<file path="config.mk">
export PLATFORM = sky130hd
export DESIGN_NAME = da_pack_dispatch
export DESIGN_NICKNAME = d
export VERILOG_FILES = /design/src/rtl/da_pkt_pkg.sv /design/src/rtl/pkt_hdr_decode.sv /design/src/rtl/da_pack_dispatch.sv
export SDC_FILE = /design/constraint.sdc
export NUM_CORES = 1
export LEC_CHECK = 0
export BUFFER_PORTS_ARGS = -buffer_cell sky130_fd_sc_hd__buf_2
export CAP_MARGIN = 10
export CELL_PAD_IN_SITES_DETAIL_PLACEMENT = 1
export CELL_PAD_IN_SITES_GLOBAL_PLACEMENT = 1
export CORE_ASPECT_RATIO = 0.5
export CORE_UTILIZATION = 44
export CTS_CLUSTER_SIZE = 12
export DETAILED_ROUTE_END_ITERATION = 12
export GPL_TIMING_DRIVEN = 0
export PLACE_DENSITY_LB_ADDON = 0.3
export SLEW_MARGIN = 10
export SYNTH_ARGS = -nofsm -noshare
export SYNTH_HDL_FRONTEND = slang
export SYNTH_HIERARCHICAL = 1
export SYNTH_SLANG_ARGS = --single-unit
</file>
<file path="constraint.sdc">
create_clock -name rdclock -period 4.3 [get_ports rdclock]
set_input_delay 0.86 -clock rdclock [delete_from_list [all_inputs] [get_ports rdclock]]
set_output_delay 0.86 -clock rdclock [all_outputs]
set_load 0.005 [all_outputs]
</file>
<file path="src/rtl/da_pkt_pkg.sv">
// Shared constants and types for the DA packet dispatcher: header pattern, schedule
// codes, channel bases and FSM states.
package da_pkt_pkg;

    localparam logic [31:0] HDR_MASK = 32'hFF00_00FF;
    localparam logic [31:0] HDR_PAT  = 32'hFF00_00AA;

    localparam logic [15:0] HDR_CODE_CA   = 16'h0000;
    localparam logic [15:0] HDR_CODE_NAV  = 16'h000A;
    localparam logic [15:0] HDR_CODE_BULK = 16'h00AA;

    localparam int NUM_CH = 24;
    localparam int CH_W   = 5;

    localparam logic [CH_W-1:0] CH_CA   = 5'd0;
    localparam logic [CH_W-1:0] CH_NAV  = 5'd8;
    localparam logic [CH_W-1:0] CH_BULK = 5'd16;

    typedef enum logic [2:0] {
        TYPE_NONE = 3'd0,
        TYPE_CA   = 3'd1,
        TYPE_NAV  = 3'd2,
        TYPE_BULK = 3'd3
    } pkt_type_e;

    typedef enum logic [2:0] {
        IDLE = 3'd0,
        CA   = 3'd1,
        NAV  = 3'd2,
        BULK = 3'd3,
        DROP = 3'd4
    } state_e;

    typedef struct packed {
        logic      is_hdr;
        pkt_type_e typ;
        logic      unknown;
    } hdr_info_t;

endpackage

</file>
<file path="src/rtl/pkt_hdr_decode.sv">
// Combinational header classifier: flags header words and maps the type field to a
// schedule code, marking unrecognised type fields as unknown.
module pkt_hdr_decode
    import da_pkt_pkg::*;
(
    input  logic [31:0] din,
    output hdr_info_t   hdr
);

    logic match;

    assign match = (din & HDR_MASK) == HDR_PAT;

    always_comb begin
        hdr.is_hdr  = match;
        hdr.typ     = TYPE_NONE;
        hdr.unknown = 1'b0;
        if (match) begin
            case (din[23:8])
                HDR_CODE_CA:   hdr.typ = TYPE_CA;
                HDR_CODE_NAV:  hdr.typ = TYPE_NAV;
                HDR_CODE_BULK: hdr.typ = TYPE_BULK;
                default:       hdr.unknown = 1'b1;
            endcase
        end
    end

endmodule

</file>
<file path="src/rtl/da_pack_dispatch.sv">
// Routes cache words to the 24 DA channel RAMs according to the schedule set by the
// most recent header packet; outputs are registered one cycle behind the input word.
module da_pack_dispatch
    import da_pkt_pkg::*;
#(
    parameter int DW        = 32,
    parameter int CA_BURST  = 32,
    parameter int NAV_BURST = 10,
    parameter int BULK_PKTS = 8,
    parameter int PKT_WORDS = 256
) (
    input  logic              rdclock,
    input  logic              rst_n,
    input  logic [DW-1:0]     din,
    input  logic              din_valid,
    input  logic              pkt_start,
    output logic [NUM_CH-1:0] wren_out,
    output logic [7:0]        wraddr_out,
    output logic [DW-1:0]     dout,
    output logic [2:0]        pkt_type,
    output logic              busy,
    output logic              err_pulse
);

    localparam int WCW = $clog2(PKT_WORDS + 1);
    localparam int BW  = $clog2(BULK_PKTS + 1);

    hdr_info_t hdr;

    state_e          state, state_nxt;
    pkt_type_e       sched, sched_nxt;
    logic [CH_W-1:0] ch, ch_nxt, start_ch, wr_ch, last_ch;
    logic [WCW-1:0]  wcnt, wcnt_nxt, last_w;
    logic [BW-1:0]   bulk_idx, bidx_nxt;
    logic [7:0]      wr_addr;
    logic            wr, err;

    pkt_hdr_decode u_hdr (
        .din (din[31:0]),
        .hdr (hdr)
    );

    assign last_w  = (state == CA) ? WCW'(CA_BURST - 1) : WCW'(NAV_BURST - 1);
    assign last_ch = (state == CA) ? CH_CA + 5'd7 : CH_NAV + 5'd7;

    always_comb begin
        state_nxt = state;
        sched_nxt = sched;
        ch_nxt    = ch;
        wcnt_nxt  = wcnt;
        bidx_nxt  = bulk_idx;
        start_ch  = CH_CA;
        wr        = 1'b0;
        wr_ch     = ch;
        wr_addr   = wcnt[7:0];
        err       = 1'b0;
        if (din_valid && pkt_start) begin
            // An interrupted bulk packet still uses up its channel slot.
            if (state == BULK) begin
                bidx_nxt = bulk_idx + 1'b1;
                if (bidx_nxt == BW'(BULK_PKTS)) sched_nxt = TYPE_NONE;
            end
            state_nxt = IDLE;
            wcnt_nxt  = '0;
            if (hdr.is_hdr) begin
                if (hdr.unknown) begin
                    err = 1'b1;
                end else begin
                    sched_nxt = hdr.typ;
                    if (hdr.typ == TYPE_BULK) bidx_nxt = '0;
                end
            end else begin
                case (sched_nxt)
                    TYPE_CA: begin
                        state_nxt = CA;
                        start_ch  = CH_CA;
                        sched_nxt = TYPE_NONE;
                    end
                    TYPE_NAV: begin
                        state_nxt = NAV;
                        start_ch  = CH_NAV;
                        sched_nxt = TYPE_NONE;
                    end
                    TYPE_BULK: begin
                        state_nxt = BULK;
                        start_ch  = CH_BULK + CH_W'(bidx_nxt);
                    end
                    default: begin
                        state_nxt = DROP;
                        err       = 1'b1;
                    end
                endcase
                // The first word of a data packet is payload.
                if (state_nxt != DROP) begin
                    wr       = 1'b1;
                    wr_ch    = start_ch;
                    wr_addr  = '0;
                    ch_nxt   = start_ch;
                    wcnt_nxt = WCW'(1);
                end
            end
        end else if (din_valid) begin
            case (state)
                CA, NAV: begin
                    wr = 1'b1;
                    if (wcnt == last_w) begin
                        wcnt_nxt = '0;
                        if (ch == last_ch) state_nxt = DROP;
                        else               ch_nxt    = ch + 5'd1;
                    end else begin
                        wcnt_nxt = wcnt + 1'b1;
                    end
                end
                BULK: begin
                    wr       = 1'b1;
                    wcnt_nxt = (wcnt == WCW'(PKT_WORDS)) ? wcnt : wcnt + 1'b1;
                    if (wcnt == WCW'(PKT_WORDS - 1)) begin
                        state_nxt = DROP;
                        bidx_nxt  = bulk_idx + 1'b1;
                        if (bidx_nxt == BW'(BULK_PKTS)) sched_nxt = TYPE_NONE;
                    end
                end
                default: ;
            endcase
        end
    end

    always_ff @(posedge rdclock or negedge rst_n) begin
        if (!rst_n) begin
            state      <= IDLE;
            sched      <= TYPE_NONE;
            ch         <= '0;
            wcnt       <= '0;
            bulk_idx   <= '0;
            wren_out   <= '0;
            wraddr_out <= '0;
            dout       <= '0;
            err_pulse  <= 1'b0;
        end else begin
            state     <= state_nxt;
            sched     <= sched_nxt;
            ch        <= ch_nxt;
            wcnt      <= wcnt_nxt;
            bulk_idx  <= bidx_nxt;
            wren_out  <= wr ? (NUM_CH'(1) << wr_ch) : '0;
            if (wr) wraddr_out <= wr_addr;
            dout      <= din;
            err_pulse <= err;
        end
    end

    assign pkt_type = sched;
    // Covers the cycle where the last write is still on the outputs after the FSM moved on.
    assign busy = (state == CA) || (state == NAV) || (state == BULK) || (|wren_out);

endmodule
</file>
After elaboration in Yosys (flattened, before gate mapping)
Cells that the tools add are included.
{"block": "classes", "n_mux": 63, "n_addsub": 4, "eq_ne": 21, "shifts": 1, "reduce_logical": 21}
{"operator": "$mux 3", "n": 19}
{"operator": "$mux 5", "n": 9}
{"operator": "$mux 4", "n": 10}
{"operator": "$mux 9", "n": 4}
{"operator": "$mux 24", "n": 1}
{"operator": "$mux 8", "n": 3}
{"operator": "$reduce_or 24->1", "n": 1}
{"operator": "$shl 1x5->24 const A", "n": 1}
{"operator": "$pmux 9 s2", "n": 1}
{"operator": "$eq 16x16->1 const B", "n": 1}
{"operator": "$eq 16x4->1 const B", "n": 1}
{"operator": "$eq 16x8->1 const B", "n": 1}
{"operator": "$logic_not 16->1", "n": 1}
{"operator": "$eq 3x2->1 const B", "n": 5}
{"operator": "$mux 1", "n": 12}
{"operator": "$ne 3x3->1 const B", "n": 4}
{"operator": "$pmux 5 s2", "n": 1}
{"operator": "$reduce_bool 2->1", "n": 5}
{"operator": "$add 9x1->9 const B", "n": 1}
{"operator": "$eq 9x5->1", "n": 1}
{"operator": "$eq 9x8->1 const B", "n": 1}
{"operator": "$eq 9x9->1 const B", "n": 1}
{"operator": "$pmux 3 s3", "n": 1}
{"operator": "$reduce_or 3->1", "n": 3}
{"operator": "other kinds (17)", "n": 22}
{"block": "word_totals", "inputBits": 36, "output_inout_bits": 69, "register_bits": 89, "word_cells": 119}

Longest topological paths before layout
Gate-level depths: netlist of run 1.
{"block": "depth", "depth_word": 15, "mapped_depth": 11, "depth_no_buf": 9}

Cells and area by module
Netlist of run 1, hierarchy kept.
{"mod": "da_pack_dispatch", "cells_each": 374, "instances": 1, "area_per_inst_um2": 4067.7, "seq_area_each_um2": 2227.1}
{"mod": "pkt_hdr_decode", "cells_each": 22, "instances": 1, "area_per_inst_um2": 151.4, "seq_area_each_um2": 0.0}

Worst setup path before layout of run 1
OpenSTA, ideal clock, no wires.
{"block": "synth_path", "path_type": "input port to flip-flop", "from": "in din[2]", "to": "reg wren_out[19]", "stages": 10, "arrival_time_ps": 2754, "t_required_ps": 4214, "setup_ps": 86, "setup_slack_ps": 1459, "cell_sequence": "nand4bb_1 -> or4_4 -> inv_1 -> buf_4 -> nor4bb_1 -> buf_2 -> o21ai_0 -> o21ai_1 -> a221o_1 -> nor3_1"}
{"block": "synth_via", "elab_chain_len": 5, "elab_cells_between_ends": 7, "classes_between": "eq/ne (1); shift (1); mux (5)"}
{"item": "start: declaration", "line_no": "da_pack_dispatch.sv:14", "source": "input logic [DW-1:0] din,"}
{"item": "$eq 16x16->1 *", "line_no": "pkt_hdr_decode.sv:12", "source": "assign match = (din & HDR_MASK) == HDR_PAT;"}
{"item": "via u_hdr.match", "line_no": "pkt_hdr_decode.sv:10", "source": "logic match;"}
{"item": "$mux 5"}
{"item": "$mux 5", "line_no": "da_pack_dispatch.sv:57", "source": "if (din_valid && pkt_start) begin"}
{"item": "$shl 1x5->24", "line_no": "da_pack_dispatch.sv:145", "source": "wren_out <= wr ? (NUM_CH'(1) << wr_ch) : '0;"}
{"item": "$mux 24 *", "line_no": "da_pack_dispatch.sv:145"}
{"item": "end signal: assignment", "line_no": "da_pack_dispatch.sv:145"}
{"item": "end: declaration", "line_no": "da_pack_dispatch.sv:17", "source": "output logic [NUM_CH-1:0] wren_out,"}
Mark *: on every way through the listed nets, which the timed path passes. The rest lies on a longest branch.
A chain may end at the register's enable or synchronous reset.

Worst setup path in the final report of run 1
{"block": "layout_path", "from": "in din[2]", "to": "reg wren_out[23]"}
Same word-level chain as after synthesis.

==> results of run 1 <==
## layout by cell type, fill, tap and decap left out, types with 6 or more instances in the layout
master                      instances
sky130_fd_sc_hd__a21oi_1           13
sky130_fd_sc_hd__nor2_1            22
sky130_fd_sc_hd__dfrtp_1           89
sky130_fd_sc_hd__buf_4              6
sky130_fd_sc_hd__and3_1            11
sky130_fd_sc_hd__a21o_1             6
sky130_fd_sc_hd__nor3_1            21
sky130_fd_sc_hd__o22ai_1            6
sky130_fd_sc_hd__nand3_1            9
sky130_fd_sc_hd__clkbuf_1           7
sky130_fd_sc_hd__clkbuf_16          9
sky130_fd_sc_hd__o21ai_0           19
sky130_fd_sc_hd__buf_2            109
sky130_fd_sc_hd__nand2_1           36
sky130_fd_sc_hd__o21a_1             6
sky130_fd_sc_hd__nor4_1            20
sky130_fd_sc_hd__nand4_1            7
sky130_fd_sc_hd__inv_1             10
sky130_fd_sc_hd__and2_1             6
## cell families (layout without fill, tap and decap cells)
family / count (synthesis) / count (layout) / synth area share, %
other cells: 1 / 1 / 0.0889
mux: 3 / 3 / 1.07
xor+xnor: 4 / 4 / 0.831
buf+inv: 31 / 152 / 3.83
simple gates: 167 / 167 / 23.2
fa+ha+maj: 5 / 5 / 1.48
flops: 89 / 89 / 52.8
compound gates: 96 / 96 / 16.8
## layout make-up
type	count	share of cell area (%)
plain buffers	21	2.38
clock buffers	10	4.41
clock inverters	6	0.987
inverters	10	0.722
multi-input cells	276	35.2
flip-flops and latches	89	42.9
well taps	117	2.82
repair buffers	105	10.6
## per-layer routing
| layer | global-route usage [%] | vias up | routed length [um] |
|---|---|---|---|
| met1 | 34.0 | 1867 | 5610 |
| met2 | 46.8 | 97 | 6270 |
| li1 | - | 1704 | - |
| met3 | 5.75 | 9 | 582 |
| met4 | 7.13 | 0 | 116 |
| met5 | 0 | - | 0 |
## critical path, stage by stage
cell and delay (ns):
sky130_fd_sc_hd__buf_2 0.11, sky130_fd_sc_hd__nand4bb_1 0.19, sky130_fd_sc_hd__or4_4 0.53, sky130_fd_sc_hd__inv_1 0.08
sky130_fd_sc_hd__buf_4 0.13, sky130_fd_sc_hd__nor4bb_1 0.05, sky130_fd_sc_hd__buf_2 0.18, sky130_fd_sc_hd__o21ai_0 0.21
sky130_fd_sc_hd__o21ai_1 0.14, sky130_fd_sc_hd__a221o_1 0.52, sky130_fd_sc_hd__nor3_1 0.32
## power groups by stage
stage	clock network [W]	logic, W	registers, W
global placement	0	0.000120	0.000892
detailed placement	0	0.000127	0.000893
floorplan	0	0.0000511	0.000892
finish	0.000759	0.000126	0.000878
CTS	0.000775	0.000128	0.000877
global route	0.000812	0.000141	0.000881
## worst max-delay path by stage
| stage | depth (start not counted) | slack (ns) | end | start |
|---|---|---|---|---|
| 3_5_place_dp | 11 | 0.95 | wren_out[5]$_DFF_PN0_ | din[2] |
| 6_report | 11 | 1.23 | wren_out[23]$_DFF_PN0_ | din[2] |
| 5_1_grt | 11 | 1.11 | wren_out[1]$_DFF_PN0_ | din[2] |
| 3_3_place_gp | 11 | 0.97 | wren_out[5]$_DFF_PN0_ | din[2] |
| 4_1_cts | 11 | 1.27 | wren_out[1]$_DFF_PN0_ | din[2] |
| 2_1_floorplan | 10 | 1.46 | wren_out[19]$_DFF_PN0_ | din[2] |
## state kept, by name, summed over array words and instances, names as in the netlist
| name | count |
|---|---|
| wren_out | 24 |
| wcnt | 9 |
| err_pulse | 1 |
| dout | 32 |
| pkt_type | 3 |
| bulk_idx | 4 |
| wraddr_out | 8 |
| ch | 5 |
| state | 3 |
## through the flow
stage	instances	worst slack [ns]	hold WS (ns)	total power, W	utilization [%]
floorplan	396	1.46	0.508	0.000943	-
global placement	617	0.966	0.515	0.00101	54.2
global route	634	1.11	0.497	0.00183	57.7
detailed placement	618	0.949	0.516	0.00102	54.6
finish	634	1.23	0.468	0.00176	57.7
CTS	634	1.27	0.481	0.00178	57.7
==> impl_summary.md, run 1 <==
CTS
CTS built an H-tree with a depth of 3. The number of CTS-inserted buffers is 9. After clock tree synthesis, the clock-pin slew on the worst setup and hold paths is 0.07 ns. The clock network latency to the later pin of the worst-skew pair is 0.35 ns. The longest clock path from root to sink contains 2 buffers. The post-cts sizing count is 0.

The number of hold buffers added after CTS was 0. TritonCTS built the clock tree. The CTS root buffer is sky130_fd_sc_hd__clkbuf_16. The total clock sinks is 89. The setup fix buffers added after clock tree synthesis is 0.

Worst setup path
The end of the worst register-to-register path is wren_out[23]$_DFF_PN0_. The worst setup slack for register-to-register paths is 1.88 ns. The required time at the endpoint of the critical path is 4.54 ns. The setup path with the least slack is of type in2reg. The worst flop-to-flop path startpoint is state[2]$_DFFE_PN0P_.

The endpoint type of the worst setup path is a flop. STA classifies the critical path startpoint as an input port. The largest fanout of any net on the critical path is 8.

The number of cells on the worst reg-to-reg path is 6. The data arrival time of the critical path is 3.31 ns.

Pwr
In this run the static leakage power is 2.49 nW. The switching portion of total power is 25.6%. The portion of total power attributed to sequential cells is 49.8%. The power density of the placed cells is 339 nW/um^2. The peak ir drop on the vdd network is 178 uV. The switching power total is 0.000451 W. The internal portion of the total power is 0.00131 W.

The fraction of power consumed by combinational cells is 7.2%. The share of total power in the clock network is 43.1%.

Hold path
The path class of the tightest hold or removal check is in2async.

Detailed routing
The first-pass iteration count of the detailed router is 4. The routed via count is 3677. The total routed wirelength is 12600 um.

The number of vias per cell after detailed routing is 5.80. The number of violations reported at the end of detailed-routing iteration 0 is 214. For this run, design rule violations remaining after detail routing come to 0. The final antenna-violating net count is 0. The per-cell routed wire length is 19.8 um.

Floorplanning
The die span in x is 140 um. The initial standard-cell utilization of the core is 46.8%. In this run the core area contains 24 standard-cell rows.

The total die area is 10000 um^2. The total area inside the core boundary comes to 9010 um^2. 105 I/O pins were placed. The floorplan step set the die height to 71.2 um.

Timing
The relative slew slack is 52.5%. The maximum frequency from static timing analysis is 0.326 GHz. Setup repair after global routing left no endpoint under its margin. The setup skew after layout is 0.00904 ns. At the pin with the least slew margin, the transition time is 0.710 ns. The number of failing setup endpoints in the final timing report is 0. The worst path uses 71.4% of the clock period.

The shortest period the worst path allows is 3.07 ns. The hold violation total from the final report came to 0. The sum of negative setup slack is 0 ns. The max-slew violation count is 0.

Placed design
At the end of routability-driven placement, the weighted congestion stood at 0.820. After detailed placement, the total cell area comes to 4920 um^2. The total of buffers placed on input and output ports is 104. The detailed-placement wirelength estimate is 9060 um.

Cells and area
The layout has 1040 filler cells. The area used by sequential logic in the layout is 2230 um^2. The count of inserted antenna diode cells is 0.

The total number of nets in the final design is 553. With fillers left out, the area of the finished cells amounts to 5200 um^2. Relative to the synthesized area, the layout overhead comes to 23.2%. The fraction of final layout cells sized beyond drive strength 1 is 29.6%. The multi-input combinational cells in the finished layout cover a total of 1830 um^2.

Logic synthesis
In this run, distinct cell masters in the synthesized netlist total 74. By area the synthesized netlist is led by sky130_fd_sc_hd__dfrtp_1, sky130_fd_sc_hd__nand2_1, sky130_fd_sc_hd__nor4_1. The top cell type by area accounts for 52.8% of the synthesized area.

The largest total area in the synthesized netlist belongs to sky130_fd_sc_hd__dfrtp_1. A synthesized cell averages 10.7 um^2. The most common cell in the netlist is sky130_fd_sc_hd__dfrtp_1. The number of synthesized flops with an enable pin is 0. The number of nets handed over by synthesis was 437. The mapped netlist covers 4220 um^2.

The number of standard cells after synthesis is 396. The Yosys step of the flow raised 6 warnings. The total of flip-flops plus latches after synthesis is 89. The commonest cells after synthesis are sky130_fd_sc_hd__dfrtp_1, sky130_fd_sc_hd__nand2_1, sky130_fd_sc_hd__nor2_1. The sequential cell area fraction in the yosys report is 52.8%. The share of async-settable or async-resettable flops after synthesis is 100%. For this run, the leading register cell type out of synthesis is sky130_fd_sc_hd__dfrtp_1.

Outcome
The flow ran to the end, and the final reports show no timing, DRC or antenna violations.

GRT
The first global-routing pass estimated 20400 um of wire. Entering global routing, the biggest net connects 59 pins. The overall track demand over capacity in global routing is 26.7%. The total global routing overflow is 0. The number of antenna violations at the first check in global routing is 0. The number of global-route vias before repair is 3814.

Job
Max-cap violations in this run came to 0.
Note: power is estimated with default switching activity, not from simulation.
==> run 2: changes to the inputs <==
--- a/config.mk
+++ b/config.mk
@@ -5,12 +5,13 @@
 export SDC_FILE = /design/constraint.sdc
 export NUM_CORES = 1
 export LEC_CHECK = 0
+export ABC_AREA = 1
 export BUFFER_PORTS_ARGS = -buffer_cell sky130_fd_sc_hd__buf_2
 export CAP_MARGIN = 10
 export CELL_PAD_IN_SITES_DETAIL_PLACEMENT = 1
 export CELL_PAD_IN_SITES_GLOBAL_PLACEMENT = 1
 export CORE_ASPECT_RATIO = 0.5
-export CORE_UTILIZATION = 44
+export CORE_UTILIZATION = 39
 export CTS_CLUSTER_SIZE = 12
 export DETAILED_ROUTE_END_ITERATION = 12
 export GPL_TIMING_DRIVEN = 0
==> constraint.sdc (replaced) <==
create_clock -name rdclock -period 3 [get_ports rdclock]
set_input_delay 0.6 -clock rdclock [delete_from_list [all_inputs] [get_ports rdclock]]
set_output_delay 0.6 -clock rdclock [all_outputs]
set_load 0.005 [all_outputs]
==> run 2 against run 1 <==
  * Wire length fell by 16%
  * Die area rose by 7.5%
  * Combinational power grew to 5.0 times the previous value
  * Global-route usage decreased by 5.4 points
  * Non-clock buffer count decreased by 12
  * Hold slack got worse by 0.26 ns
  * Highest routed layer unchanged
  * Cell count is 9.5% higher
  * Synthesized cell count rose by 11%
==> impl_summary.md, run 2 <==
Outcome
Status: finished, final reports clean (unchanged).

Pwr
The peak ir drop on the vdd network came to 267 uV (was 178 uV). The share of total power in the clock network is 33.5% (was 43.1%). The internal power was 0.00212 W (was 0.00131 W). The switching portion of total power is 31.7% (was 25.6%). The power density of the placed cells is 619 nW/um^2 (was 339 nW/um^2). The fraction of power consumed by combinational cells is 20.3% (was 7.2%).

The switching power total came to 0.000986 W (was 0.000451 W). The static leakage came to 2.49 nW (about the same). The portion of total power attributed to sequential cells is 46.2% (was 49.8%).

Cells and area
The most common library cell in the layout ignoring fill and taps is sky130_fd_sc_hd__buf_2 (unchanged). Commonest non-fill, non-tap cells in the layout: sky130_fd_sc_hd__buf_2, sky130_fd_sc_hd__dfrtp_1, sky130_fd_sc_hd__nand2_1 (unchanged). The flip-flop count of the largest register, all copies and words added came to 32 (unchanged). The total number of nets in the final design is 596 (was 553). The most flop-heavy register was dout (unchanged). The non-filler instance count after layout is 694 (was 634).

The growth of design area from synthesis to finish came to 24.6% (was 23.2%). Largest regs: dout x32, wren_out x24, wcnt x9 (unchanged). The fraction of final layout cells sized beyond drive strength 1 is 28.3% (was 29.6%). The post-route cell area came to 5010 um^2 (was 5200 um^2). The count of inserted antenna diode cells is 0 (unchanged).

GRT
The overall track demand over capacity in global routing came to 21.2% (was 26.7%). The pin count of the biggest net entering global routing is 56 (was 59). The number of antenna violations at the first check in global routing is 0 (unchanged). The global-route wire length before repair is 17600 um (was 20400 um). The total global routing overflow came to 0 (unchanged). The number of global-route vias before repair came to 3575 (was 3814).

Detailed routing
The post-detailed-route DRC marker count is 0 (unchanged). The routed via count is 3462 (was 3677). The per-cell routed wire length came to 15.2 um (was 19.8 um).

The number of vias per cell after detailed routing is 4.99 (was 5.80). The final antenna-violating net count is 0 (unchanged). The total routed wirelength is 10500 um (was 12600 um). The first-pass iteration count of the detailed router is 4 (unchanged). The number of violations reported at the end of detailed-routing iteration 0 is 126 (was 214).

Logic synthesis
The number of nets produced by synthesis was 480 (was 437). The post-synthesis area per instance was 9.17 um^2 (was 10.7 um^2). The proportion of synthesized area in mux cells came to 0% (was 1.07%). The post-synthesis instance area was 4030 um^2 (was 4220 um^2). The largest area contributor in the netlist is sky130_fd_sc_hd__dfrtp_1 (unchanged).

The synthesized-area fraction occupied by ao, oa, aoi and oai cells is 10.2% (was 16.8%). The share of the synthesized area in the top cell type is 55.3% (was 52.8%). The number of synthesized flops with an enable pin is 0 (unchanged). The fraction of the mapped netlist area in adder cells is 1.55% (was 1.48%).

The total number of yosys warnings came to 6 (unchanged). The total of flip-flops plus latches after synthesis is 89 (unchanged). The combinational family with the most area after synthesis is simple AND/OR/NAND/NOR gates (unchanged).

The number of standard cells after synthesis came to 439 (was 396). The sequential cell area fraction in the yosys report is 55.3% (was 52.8%). The number of distinct standard cells referenced by the synthesized netlist came to 44 (was 74). The post-synthesis share of cell area spent on and, or, nand and nor gates came to 25.3% (was 23.2%). Top cells by area in the synthesized netlist: sky130_fd_sc_hd__dfrtp_1, sky130_fd_sc_hd__nand2_1, sky130_fd_sc_hd__nor2_1 (was sky130_fd_sc_hd__dfrtp_1, sky130_fd_sc_hd__nand2_1, sky130_fd_sc_hd__nor4_1). The share of async-settable or async-resettable flops after synthesis came to 100% (unchanged). The most common cell in the netlist is sky130_fd_sc_hd__dfrtp_1 (unchanged). The commonest register cell after synthesis is sky130_fd_sc_hd__dfrtp_1 (unchanged). The xor/xnor cell area share of the yosys netlist is 1.52% (was 0.830%). Commonest cells in the netlist: sky130_fd_sc_hd__dfrtp_1, sky130_fd_sc_hd__nand2_1, sky130_fd_sc_hd__nor2_1 (unchanged).

Timing
The max-slew violation count was 0 (unchanged). The slew at the pin closest to its max-slew limit was 0.717 ns (was 0.710 ns). The setup skew after layout is 0.00747 ns (was 0.00904 ns). The worst hold margin came to 0.209 ns (was 0.468 ns). The sum of negative setup slack was 0 ns (unchanged). After layout, the worst path uses 78.6% of the clock period. The shortest period the worst path allows is 2.36 ns. Unrepaired setup endpoints after global routing: no (unchanged). The relative slew slack is 52.0% (was 52.5%). The number of failing setup endpoints in the final timing report was 0 (unchanged). The maximum frequency from static timing analysis is 0.424 GHz.

The hold violation total from the final report came to 0 (unchanged).

Worst setup path
The library cell appearing most often on the critical path is sky130_fd_sc_hd__nand4_1 (was sky130_fd_sc_hd__buf_2). The master of the slowest instance on the critical path is sky130_fd_sc_hd__nor4_1 (was sky130_fd_sc_hd__or4_4). The type of element launching the critical path is a flop (was input port).

Worst path cell trace: nor4_1, nand4_1, nor2_1, nand4_1, buf_2 (was buf_2, nand4bb_1, or4_4, inv_1, buf_4, nor4bb_1, buf_2, o21ai_0, o21ai_1, a221o_1, nor3_1). The end of the worst register-to-register path is wren_out[9]$_DFF_PN0_ (was wren_out[23]$_DFF_PN0_). The worst flop-to-flop path startpoint is bulk_idx[0]$_DFFE_PN0P_ (was state[2]$_DFFE_PN0P_). The endpoint type of the worst setup path is a primary output (was flop). The number of cells on the worst reg-to-reg path is 12 (was 6). The maximum cell stage delay along the critical path came to 0.48 ns (was 0.53 ns). The worst setup slack for register-to-register paths is 0.68 ns (was 1.88 ns). The largest fanout of any net on the critical path is 2 (was 8). The data arrival time of the critical path is 1.76 ns (was 3.31 ns). The required time at the endpoint of the critical path is 2.40 ns (was 4.54 ns). The type of the worst setup path is reg2out (was in2reg).

CTS
The total clock sinks is 89 (unchanged). The post-cts sizing count came to 0 (unchanged). The CTS root buffer is sky130_fd_sc_hd__clkbuf_16 (unchanged). The number of H-tree levels came to 3 (unchanged). The cts-stage hold buffer count is 0 (unchanged). The CTS tree is built (unchanged). The clock slew at the register clock pins of the worst setup and hold paths came to 0.06 ns (was 0.07 ns). The number of buffers on the longest clock path is 2 (unchanged). The number of CTS-inserted buffers is 9 (unchanged). The clock network latency to the later pin of the worst-skew pair is 0.34 ns (was 0.35 ns). The setup fix buffers added after clock tree synthesis is 0 (unchanged).

Placed design
The placement-stage cell area is 4740 um^2 (was 4920 um^2). The instance count after placement with tap cells included is 679 (was 618). The total of buffers placed on input and output ports is 104 (unchanged). The global placement routability congestion came to 0.852 (was 0.820). The detailed-placement wirelength estimate was 8010 um (was 9060 um).

Floorplanning
The chip height is 73.8 um (was 71.2 um). The I/O pin count came to 105 (unchanged). The initial standard-cell utilization of the core is 41.4% (was 46.8%).

The placeable core area was 9730 um^2 (was 9010 um^2). The total die area came to 10800 um^2 (was 10000 um^2). The row count is 25 (was 24).

The die span in x is 146 um (was 140 um).

Hold path
The worst min-delay path category is in2async (unchanged).

Job
The total of max-cap violations came to 0 (unchanged).
## run 2: cell types whose count changed in the layout (fill, tap and decap cells not counted), sizes merged, moves of 14 or more
cell   change
nor2      +38
nand3     +22
nor3      -14
inv       +37
nor4      -14
nand2     +48
## run 2: worst max path at each step
stage	startpoint	end	slack, ns	depth (start not counted)
final	wren_out[13]$_DFF_PN0_	busy	0.64	5
after global routing	bulk_idx[0]$_DFFE_PN0P_	wren_out[9]$_DFF_PN0_	0.44	12
after CTS	wren_out[13]$_DFF_PN0_	busy	0.63	5
after detailed placement	din[30]	wren_out[9]$_DFF_PN0_	0.30	15
after global placement	din[25]	wren_out[9]$_DFF_PN0_	0.38	15
after floorplan	din[0]	wren_out[13]$_DFF_PN0_	0.77	15
## run 2: cell families (layout without fill, tap and decap cells)
logic type / after synthesis / after routing
other cells: 1 / 1
simple gates: 212 / 212
fa+ha+maj: 5 / 5
xor+xnor: 7 / 7
buf+inv: 59 / 179
compound gates: 66 / 66
flops: 89 / 89
## run 2: routing by layer
layer  global-route usage (%)  vias up  share of wire, %
met5                        0        -                 0
met4                     6.55        0               1.3
met3                     6.21       14               5.6
met2                     35.3      105                46
met1                     27.1     1651                47
li1                         -     1692                 -
## run 2: layout make-up
class                           instances  area [um^2]
Tap cell                              135          169
Sequential cell                        89         2230
Clock inverter                          5         41.3
Clock buffer                           10          229
Timing Repair Buffer                  105          551
Buffer                                  9         53.8
Multi-Input combinational cell        291         1560
Inverter                               50          188
Fill cell                            1159         4710
## run 2: critical path: cells and delay by family (launching register included)
kind | cells | cell delay [ns]
buf+inv | 1 | 0.14
simple gates | 4 | 0.91
flops | 1 | 0.38
## run 2: stage by stage
stage | worst slack (ns) | utilization, % | power (W)
global route | 0.443 | 51.5 | 0.00328
global placement | 0.380 | 48.5 | 0.00205
detailed placement | 0.304 | 48.8 | 0.00208
finish | 0.643 | 51.5 | 0.00311
floorplan | 0.766 | - | 0.00184
CTS | 0.626 | 51.5 | 0.00314
## run 2: power by group through the flow
stage                     combinational [W]  sequential [W]  clock, W
after floorplan                    0.000400         0.00144         0
after global placement             0.000599         0.00145         0
after detailed placement           0.000626         0.00145         0
after CTS                          0.000637         0.00144   0.00107
after global routing               0.000714         0.00145   0.00112
final                              0.000631         0.00144   0.00104
